`src/rtl/uart_result_tx_if.sv`:
```
// Handshake and data bundle between the result-matrix source and the UART result transmitter.
// The source owns the request side (master); the transmitter owns the serial line and status (slave).
interface uart_result_tx_if #(
    parameter int RESULT_W = 512
);
    logic                i_en;
    logic                i_start;
    logic [RESULT_W-1:0] i_result;
    logic                o_tx;
    logic                o_busy;
    logic                o_done;

    modport master (
        output i_en,
        output i_start,
        output i_result,
        input  o_tx,
        input  o_busy,
        input  o_done
    );

    modport slave (
        input  i_en,
        input  i_start,
        input  i_result,
        output o_tx,
        output o_busy,
        output o_done
    );
endinterface

```
`src/rtl/uart_result_tx.sv`:
```
// Snapshots the 4x4 result matrix and sends it MSB-byte-first per word as 8N1 frames on the i_en timebase.
// Optional build macro UART_TX_CHECKSUM_EN appends one XOR-checksum frame after the payload.
module uart_result_tx #(
    parameter int N_DATA_BITS = 8,
    parameter int OVERSAMPLE  = 13,
    parameter int N_WORDS     = 16,
    parameter int WORD_BYTES  = 4
) (
    input  logic             i_clk,
    input  logic             i_reset_n,
    uart_result_tx_if.slave  io_bus
);
    localparam int N_BYTES = N_WORDS * WORD_BYTES;
    localparam int RES_W   = N_BYTES * 8;
    localparam int TICK_W  = (OVERSAMPLE > 1) ? $clog2(OVERSAMPLE) : 1;
    localparam int BIT_W   = (N_DATA_BITS > 1) ? $clog2(N_DATA_BITS) : 1;
    localparam int IDX_W   = $clog2(N_BYTES + 1);
`ifdef UART_TX_CHECKSUM_EN
    localparam int LAST_IDX = N_BYTES;
`else
    localparam int LAST_IDX = N_BYTES - 1;
`endif

    typedef enum logic [2:0] {
        S_IDLE,
        S_START,
        S_DATA,
        S_STOP,
        S_DONE
    } state_t;

    state_t                 r_state, w_state;
    logic [TICK_W-1:0]      r_tick,  w_tick;
    logic [BIT_W-1:0]       r_bit,   w_bit;
    logic [IDX_W-1:0]       r_idx,   w_idx;
    logic [RES_W-1:0]       r_snap,  w_snap;
    logic [N_DATA_BITS-1:0] w_cur_byte;
    logic                   w_tick_end;
`ifdef UART_TX_CHECKSUM_EN
    logic [N_DATA_BITS-1:0] r_csum,  w_csum;
`endif

    assign w_tick_end = io_bus.i_en && (r_tick == TICK_W'(OVERSAMPLE - 1));

    // The snapshot shifts left one byte per frame, so the byte on air is always its top byte.
`ifdef UART_TX_CHECKSUM_EN
    assign w_cur_byte = (r_idx == IDX_W'(N_BYTES)) ? r_csum : r_snap[RES_W-1 -: N_DATA_BITS];
`else
    assign w_cur_byte = r_snap[RES_W-1 -: N_DATA_BITS];
`endif

    always_ff @(posedge i_clk or negedge i_reset_n) begin
        if (!i_reset_n) begin
            r_state <= S_IDLE;
            r_tick  <= '0;
            r_bit   <= '0;
            r_idx   <= '0;
            r_snap  <= '0;
`ifdef UART_TX_CHECKSUM_EN
            r_csum  <= '0;
`endif
        end else begin
            r_state <= w_state;
            r_tick  <= w_tick;
            r_bit   <= w_bit;
            r_idx   <= w_idx;
            r_snap  <= w_snap;
`ifdef UART_TX_CHECKSUM_EN
            r_csum  <= w_csum;
`endif
        end
    end

    always_comb begin
        w_state       = r_state;
        w_tick        = r_tick;
        w_bit         = r_bit;
        w_idx         = r_idx;
        w_snap        = r_snap;
`ifdef UART_TX_CHECKSUM_EN
        w_csum        = r_csum;
`endif
        io_bus.o_tx   = 1'b1;
        io_bus.o_busy = 1'b1;
        io_bus.o_done = 1'b0;

        if ((r_state == S_START || r_state == S_DATA || r_state == S_STOP) && io_bus.i_en) begin
            w_tick = w_tick_end ? '0 : r_tick + 1'b1;
        end

        case (r_state)
            S_IDLE: begin
                io_bus.o_busy = 1'b0;
                if (io_bus.i_start) begin
                    w_snap  = io_bus.i_result;
                    w_idx   = '0;
                    w_tick  = '0;
                    w_bit   = '0;
`ifdef UART_TX_CHECKSUM_EN
                    w_csum  = '0;
`endif
                    w_state = S_START;
                end
            end
            S_START: begin
                io_bus.o_tx = 1'b0;
                if (w_tick_end) begin
                    w_bit   = '0;
                    w_state = S_DATA;
                end
            end
            S_DATA: begin
                io_bus.o_tx = w_cur_byte[r_bit];
                if (w_tick_end) begin
                    if (r_bit == BIT_W'(N_DATA_BITS - 1)) begin
`ifdef UART_TX_CHECKSUM_EN
                        if (r_idx != IDX_W'(N_BYTES)) begin
                            w_csum = r_csum ^ w_cur_byte;
                        end
`endif
                        w_state = S_STOP;
                    end else begin
                        w_bit = r_bit + 1'b1;
                    end
                end
            end
            S_STOP: begin
                io_bus.o_tx = 1'b1;
                // Back-to-back frames: the next start bit begins on the very next tick.
                if (w_tick_end) begin
                    if (r_idx == IDX_W'(LAST_IDX)) begin
                        w_state = S_DONE;
                    end else begin
                        w_idx   = r_idx + 1'b1;
                        w_snap  = {r_snap[RES_W-N_DATA_BITS-1:0], {N_DATA_BITS{1'b0}}};
                        w_state = S_START;
                    end
                end
            end
            S_DONE: begin
                io_bus.o_busy = 1'b0;
                io_bus.o_done = 1'b1;
                w_state       = S_IDLE;
            end
            default: begin
                w_state = S_IDLE;
            end
        endcase
    end
endmodule

```
`src/flat_wrapper.sv`:
```
// flat-port wrapper written by rule: the top's interface ports become plain ports
module uart_result_tx_flat 
#(
    parameter int N_DATA_BITS = 8,
    parameter int OVERSAMPLE  = 13,
    parameter int N_WORDS     = 16,
    parameter int WORD_BYTES  = 4
)
  (i_clk, i_reset_n, io_bus_i_en, io_bus_i_start, io_bus_i_result, io_bus_o_tx, io_bus_o_busy, io_bus_o_done);
  uart_result_tx_if #(.RESULT_W(512)) io_bus_i ();
  input  logic i_clk;
  input  logic i_reset_n;
  input wire logic [$bits(io_bus_i.i_en)-1:0] io_bus_i_en;
  input wire logic [$bits(io_bus_i.i_start)-1:0] io_bus_i_start;
  input wire logic [$bits(io_bus_i.i_result)-1:0] io_bus_i_result;
  output wire logic [$bits(io_bus_i.o_tx)-1:0] io_bus_o_tx;
  output wire logic [$bits(io_bus_i.o_busy)-1:0] io_bus_o_busy;
  output wire logic [$bits(io_bus_i.o_done)-1:0] io_bus_o_done;
  assign io_bus_i.i_en = io_bus_i_en;
  assign io_bus_i.i_start = io_bus_i_start;
  assign io_bus_i.i_result = io_bus_i_result;
  assign io_bus_o_tx = io_bus_i.o_tx;
  assign io_bus_o_busy = io_bus_i.o_busy;
  assign io_bus_o_done = io_bus_i.o_done;
  uart_result_tx #(.N_DATA_BITS(N_DATA_BITS), .OVERSAMPLE(OVERSAMPLE), .N_WORDS(N_WORDS), .WORD_BYTES(WORD_BYTES)) u_core (.i_clk(i_clk), .i_reset_n(i_reset_n), .io_bus(io_bus_i));
endmodule
```
`config.mk`:
```
export PLATFORM = sky130hd
export DESIGN_NAME = uart_result_tx_flat
export DESIGN_NICKNAME = d
export VERILOG_FILES = /design/src/rtl/uart_result_tx_if.sv /design/src/rtl/uart_result_tx.sv /design/src/flat_wrapper.sv
export SDC_FILE = /design/constraint.sdc
export NUM_CORES = 1
export LEC_CHECK = 0
export BUFFER_PORTS_ARGS = -buffer_cell sky130_fd_sc_hd__buf_2
export CAP_MARGIN = 20
export CORE_ASPECT_RATIO = 1.25
export CORE_MARGIN = 2
export CORE_UTILIZATION = 35
export DETAILED_ROUTE_END_ITERATION = 7
export GPL_TIMING_DRIVEN = 0
export PLACE_DENSITY = 0.62
export SYNTH_ARGS = -nofsm -noshare
export SYNTH_HDL_FRONTEND = slang
export SYNTH_SLANG_ARGS = --single-unit
```
`constraint.sdc`:
```
create_clock -name i_clk -period 2.45 [get_ports i_clk]
set_input_delay 0 -clock i_clk [delete_from_list [all_inputs] [get_ports i_clk]]
set_output_delay 0 -clock i_clk [all_outputs]
set_load 0.01 [all_outputs]
```
Word level (Yosys, flattened, before mapping)
Index checks and enable logic that the tools add are counted.

Register bits: 529. Input bits: 516. Output and inout bits: 3. Word-level logic and storage cells: 63.

$add $sub $neg: 3. $lt $le $gt $ge: 1. Eq/ne operators: 14. Mux-type cells: 29. Reductions and logical operators: 11.

Operators by type and width (count): 512-bit two-way mux (3); 512-bit one-hot mux with 2 select lines (1); 3-bit two-way mux (10); 7-bit two-way mux (3); 4-bit two-way mux (4); 7-bit one-hot mux with 2 select lines (1); 3-bit one-hot mux with 4 select lines (1); 5-bit AND reduction (2); 3-bit one-hot mux with 3 select lines (1); 2-bit inequality test, second input constant (4); 7-bit by 1-bit adder with 7-bit output, second input constant (1); 7-bit by 6-bit == test with 1-bit output, second input constant (1); 3-bit by 2-bit == test with 1-bit output, second input constant (2); 3-bit == test, second input constant (2); 2-bit by 1-bit inequality test with 1-bit output, second input constant (3); 4-bit by 1-bit adder with 4-bit output, second input constant (1); 4-bit == test, second input constant (1); 3-bit by 4-bit < comparator with 1-bit output, second input constant (1); 4-bit AND reduction (1); 3-bit by 1-bit adder with 3-bit output, second input constant (1); 1-bit binary-select mux with 3-bit select (1); 3-bit by 1-bit == test with 1-bit output, second input constant (1); 3-bit zero test (1); 1-bit two-way mux (3); 6 further kinds (8).

Longest topological paths before layout
Depth in word-level cells: 7. Mapped depth: 9. Mapped depth without buffers: 6.

Least setup slack after synthesis
OpenSTA, ideal clock, no wires.

Kind: reg2reg. From: reg u_core.r_idx[0]. To: reg u_core.r_snap[433]. Arrival: 1822 ps. Required time: 2322 ps. Slack: 501 ps. Stages on the path, launching flop included: 9. Period minus slack after synthesis: 1949 ps. Cell sequence: dfrtp_1 ha_1 nand4_1 o311ai_4 and2_1 buf_2 buf_2 buf_2 o21ai_0.

Cells in the longest elaborated chain, start to end: 3.

RTL lines: start: declaration (RTL line uart_result_tx.sv:35) `logic [IDX_W-1:0] r_idx, w_idx;`; start signal: assignment (RTL line uart_result_tx.sv:66) `r_idx <= w_idx;`; 7-bit by 6-bit == test with 1-bit output (RTL line uart_result_tx.sv:131) `if (r_idx == IDX_W'(LAST_IDX)) begin`; 2-bit inequality test (no line); 4-bit AND reduction (no line); end signal: assignment (RTL line uart_result_tx.sv:67) `r_snap <= w_snap;`; end: declaration (RTL line uart_result_tx.sv:36) `logic [RES_W-1:0] r_snap, w_snap;`.

No other way between the ends. A chain may end at the register's enable or synchronous reset.

Final worst setup path
From: reg u_core.r_state[2]. To: reg u_core.r_snap[199].

Cells in the longest elaborated chain, start to end: 3. Elaborated cells between the ends (all ways): 8. Classes of those cells: eq/ne (4); mux (1); reduce/logical (3).

RTL lines: start: declaration (RTL line uart_result_tx.sv:32) `state_t r_state, w_state;`; start signal: assignment (RTL line uart_result_tx.sv:63) `r_state <= w_state;`; 3-bit by 2-bit == test with 1-bit output or 3-bit zero test (tied branches) (RTL line uart_result_tx.sv:91) `case (r_state)`; 2-bit inequality test (no line) (tied with other cells); 4-bit AND reduction (no line).

Parallel ways exist; a longest one is shown, timed or not.

==> results by group <==
Placement
  – Area after DPL: slightly below 30000 sq um
  – RePlAce Congestion: about 0.88
  – DP Cell Count: 3825
  – DP HPWL: 61.5 mm
  – Number of port buffers: 518
  – Worst slack, placed: -0.795 ns

Detailed routing
  – Post-route ant nets: 0
  – Total wire length: approximately 92 mm
  – Post-DR wirelength/cell: between 20 and 25 um
  – Via count: 23250
  – DRC: 0
  – DRT iter0 DRCs: roughly 1600
  – Initial DRT Pass Iterations: 5
  – Drt via density: around 5.2

Global route
  – Antenna violations before repair: 22
  – Total GRT Usage: between 20 and 25%
  – Vias in the first global route: 24105
  – GR Overflow Total: 0
  – Global-route wire length before repair: roughly 140 mm
  – Largest net degree at the start of global routing: around 110

Setup path
  – Nature of the critical path endpoint: flip-flop
  – WP buf/inv: 4
  – Critical path peak fanout: 10
  – CP Class: reg2reg
  – Critical Path RT: roughly 2.9 ns
  – CP Launch Type: flip-flop
  – Critical path's largest stage delay: roughly 0.41 ns
  – Worst EP arrival: 2.85 ns
  – CP Cell Sequence: buf_2, and3b_1, buf_2, buf_2, buf_2, mux2i_1, o21ai_0
  – Slowest-stage cell, CP: mux2i_1
  – CP delay by family, top: buffers and inverters
  – Critical path's most frequent cell: buf_2

Flow run
  – Max_cap viols: 0

Clock network
  – Worst-Skew Late Latency: between 0.6 and 0.7 ns
  – CTS clk-pin slew, worst paths: 0.06 ns
  – Max clock buf depth: 3
  – Clock tree sinks: roughly 530
  – Max H-tree Level: 2
  – Clk Tree Root Cell: clkbuf_16
  – Number of CTS-inserted buffers: 56
  – CTS tree: built

Floorplan
  – Initial Util: between 30 and 40%
  – Die Area: 73500 sq um
  – Boundary pin count: 519
  – Die Y-Extent: 303 um
  – Core region area: 70600 sq um
  – Die Wd: about 240 um
  – Row count: 109

STA
  – Clock Skew: roughly 0.036 ns
  – Setup violators final: 0
  – Final WS setup: ~0.053 ns
  – Fin crit period: around 2.4 ns
  – Setup_tns: 0 ns
  – Max Freq: ~420 MHz
  – Worst-Margin Slew: between 0.7 and 0.8 ns
  – Tcrit/Tclk final: 97.8%
  – Max-slew headroom: about 50%
  – Max-slew violation count: 0
  – Final Hold Fails: 0

Hold path
  – Hold WC Path Type: in2async

Yosys
  – Post-Syn Area: between 20000 and 25000 sq um
  – Syn nets: 2881
  – Synth cell types: 39
  – Gate count of the mapped netlist: between 2000 and 2500
  – Yosys top cell area share: between 50 and 60%
  – Sequential fraction of the synthesis area: 53.0%
  – Synth area leaders: dfrtp_1, mux2i_1, nand3_1, o21ai_0, buf_2
  – Mean Syn Cell Area: 10.6 sq um
  – Synth Warn #: 0
  – Synth area leader: dfrtp_1
  – Flop and latch count out of synthesis: approximately 530

Cells and area
  – Fin area: between 30000 and 40000 sq um
  – Post-route insts no fill: roughly 4500
  – Layout area overhead: 44.8%
  – # nets final: between 3000 and 4000
  – Share of cells above drive strength 1: approximately 23%
  – Layout Utilization: 51.2%

Run status
  – Outcome: finished, final reports clean

Power and ir drop
  – P per Cell Area: around 1000 nW/um^2
  – Max IR drop VDD: between 600 and 700 uV
  – Leakage: between 15 and 20 nW
==> cells in the final DEF, fill, tap and decap left out, drive strengths merged, types with 2 or more instances in the layout <==
cell	count
nand3b	2
and2	4
a41oi	2
mux2i	505
clkbuf	199
nand4	3
o21ai	508
a311oi	2
bufinv	6
or3	2
buf	635
nor2	7
nand2	7
nor3b	3
clkinv	11
inv	6
a21o	2
ha	5
diode	25
o211ai	2
mux4	2
nand3	508
dlygate4sd3	515
a22o	10
dfrtp	529
a31oi	2
a21oi	5
==> cell usage after synthesis, drive strengths merged <==
cell type,instances
o21a,1
mux2i,505
and4b,1
a21o,2
inv,5
clkbuf,123
and3,1
o31ai,1
o21ai,508
nand3b,2
nand2,7
nand4,3
and4,1
nor3,1
mux4,2
nor3b,3
o311ai,1
a22o,10
nor2,7
a41oi,2
a31o,1
o211ai,2
nand3,508
o22a,1
nor2b,1
dfrtp,529
o211a,1
buf,108
ha,5
a21oi,5
and2,4
a311oi,2
or3,2
a31oi,2
mux2,1
and3b,1
or3b,1
==> worst paths after layout <==
path / from / cells past startpoint / to / slack, ns
worst min register to register: u_core.r_snap[394]$_DFFE_PN0P_ / 2 / u_core.r_snap[394]$_DFFE_PN0P_ / 0.50
worst max-delay path: u_core.r_state[2]$_DFFE_PN0P_ / 7 / u_core.r_snap[199]$_DFFE_PN0P_ / 0.05
worst max register to register: u_core.r_state[2]$_DFFE_PN0P_ / 7 / u_core.r_snap[199]$_DFFE_PN0P_ / 0.05
worst min-delay path: i_reset_n / 2 / u_core.r_snap[185]$_DFFE_PN0P_ / 0.04
max in group asynchronous: i_reset_n / 4 / u_core.r_snap[355]$_DFFE_PN0P_ / 0.80
min in group i_clk: io_bus_i_result[1] / 3 / u_core.r_snap[1]$_DFFE_PN0P_ / 0.15
==> final cells by class <==
class	instances	area, sq um
inverters	5	18.8
clock inverters	19	263
well taps	943	1180
clock buffers	79	1620
flip-flops and latches	529	13200
fillers	6336	34500
diodes	25	62.6
multi-input cells	1595	10700
plain buffers	230	1170
repair buffers	1040	7890
==> metrics by stage <==
| stage | total power, mW | hold slack [ns] |
|---|---|---|
| 6_report | 35.9 | 0.0383 |
| 5_1_grt | 38.1 | 0.0950 |
| 4_1_cts | 35.9 | 0.0275 |
| 3_5_place_dp | 26.1 | 0.102 |
| 3_3_place_gp | 25.8 | 0.228 |
| 2_1_floorplan | 22.3 | -0.296 |
==> metal layers <==
metal  part of all wire (%)  track usage, %  vias to the layer above
met5                   0.11               0                        -
met4                    3.6            9.07                       16
met3                    5.2            4.27                      240
met2                     50            41.8                      795
met1                     41            29.8                    11375
li1                       -               -                    10824
==> state kept, by name, indices dropped and copies added, names as in the netlist <==
signal,flops
u_core.r_snap,512
u_core.r_tick,4
u_core.r_state,3
u_core.r_idx,7
u_core.r_bit,3
==> cells by family (layout without fill, tap and decap cells) <==
logic type               after synthesis  in the layout  share of synthesized area, %
flip-flops                           529            529                          53.0
adder cells (fa/ha/maj)                5              5                         0.250
buffers and inverters                236           1373                          4.10
other                                  0             25                             0
AND/OR/NAND/NOR                      543            543                          11.0
AO/OA/AOI/OAI                        539            539                          11.2
multiplexers                         508            508                          20.5
==> worst reg2reg max path, cell delays in order, from the launching register on <==
cell     delay, ns
dfrtp_1       0.35
buf_2         0.16
and3b_1       0.21
buf_2         0.20
buf_2         0.33
buf_2         0.38
mux2i_1       0.41
o21ai_0       0.18
==> repair_timing <==
item | in CTS | in global routing
resized for setup | 37 | 116
setup endpoints to repair | 517 | 466
pin swaps | 1 | 0
endpoints found under the hold margin | 609 | 0
setup buffers | 3 | 0
hold buffers | 515 | 0
==> report_power, final <==
part	total (mW)	switching (mW)	internal (mW)
Clock	8.89	3.69	5.20
Sequential	14.5	2.30	12.2
Combinational	12.4	6.61	5.84
Power figures use the tool's default switching activity.
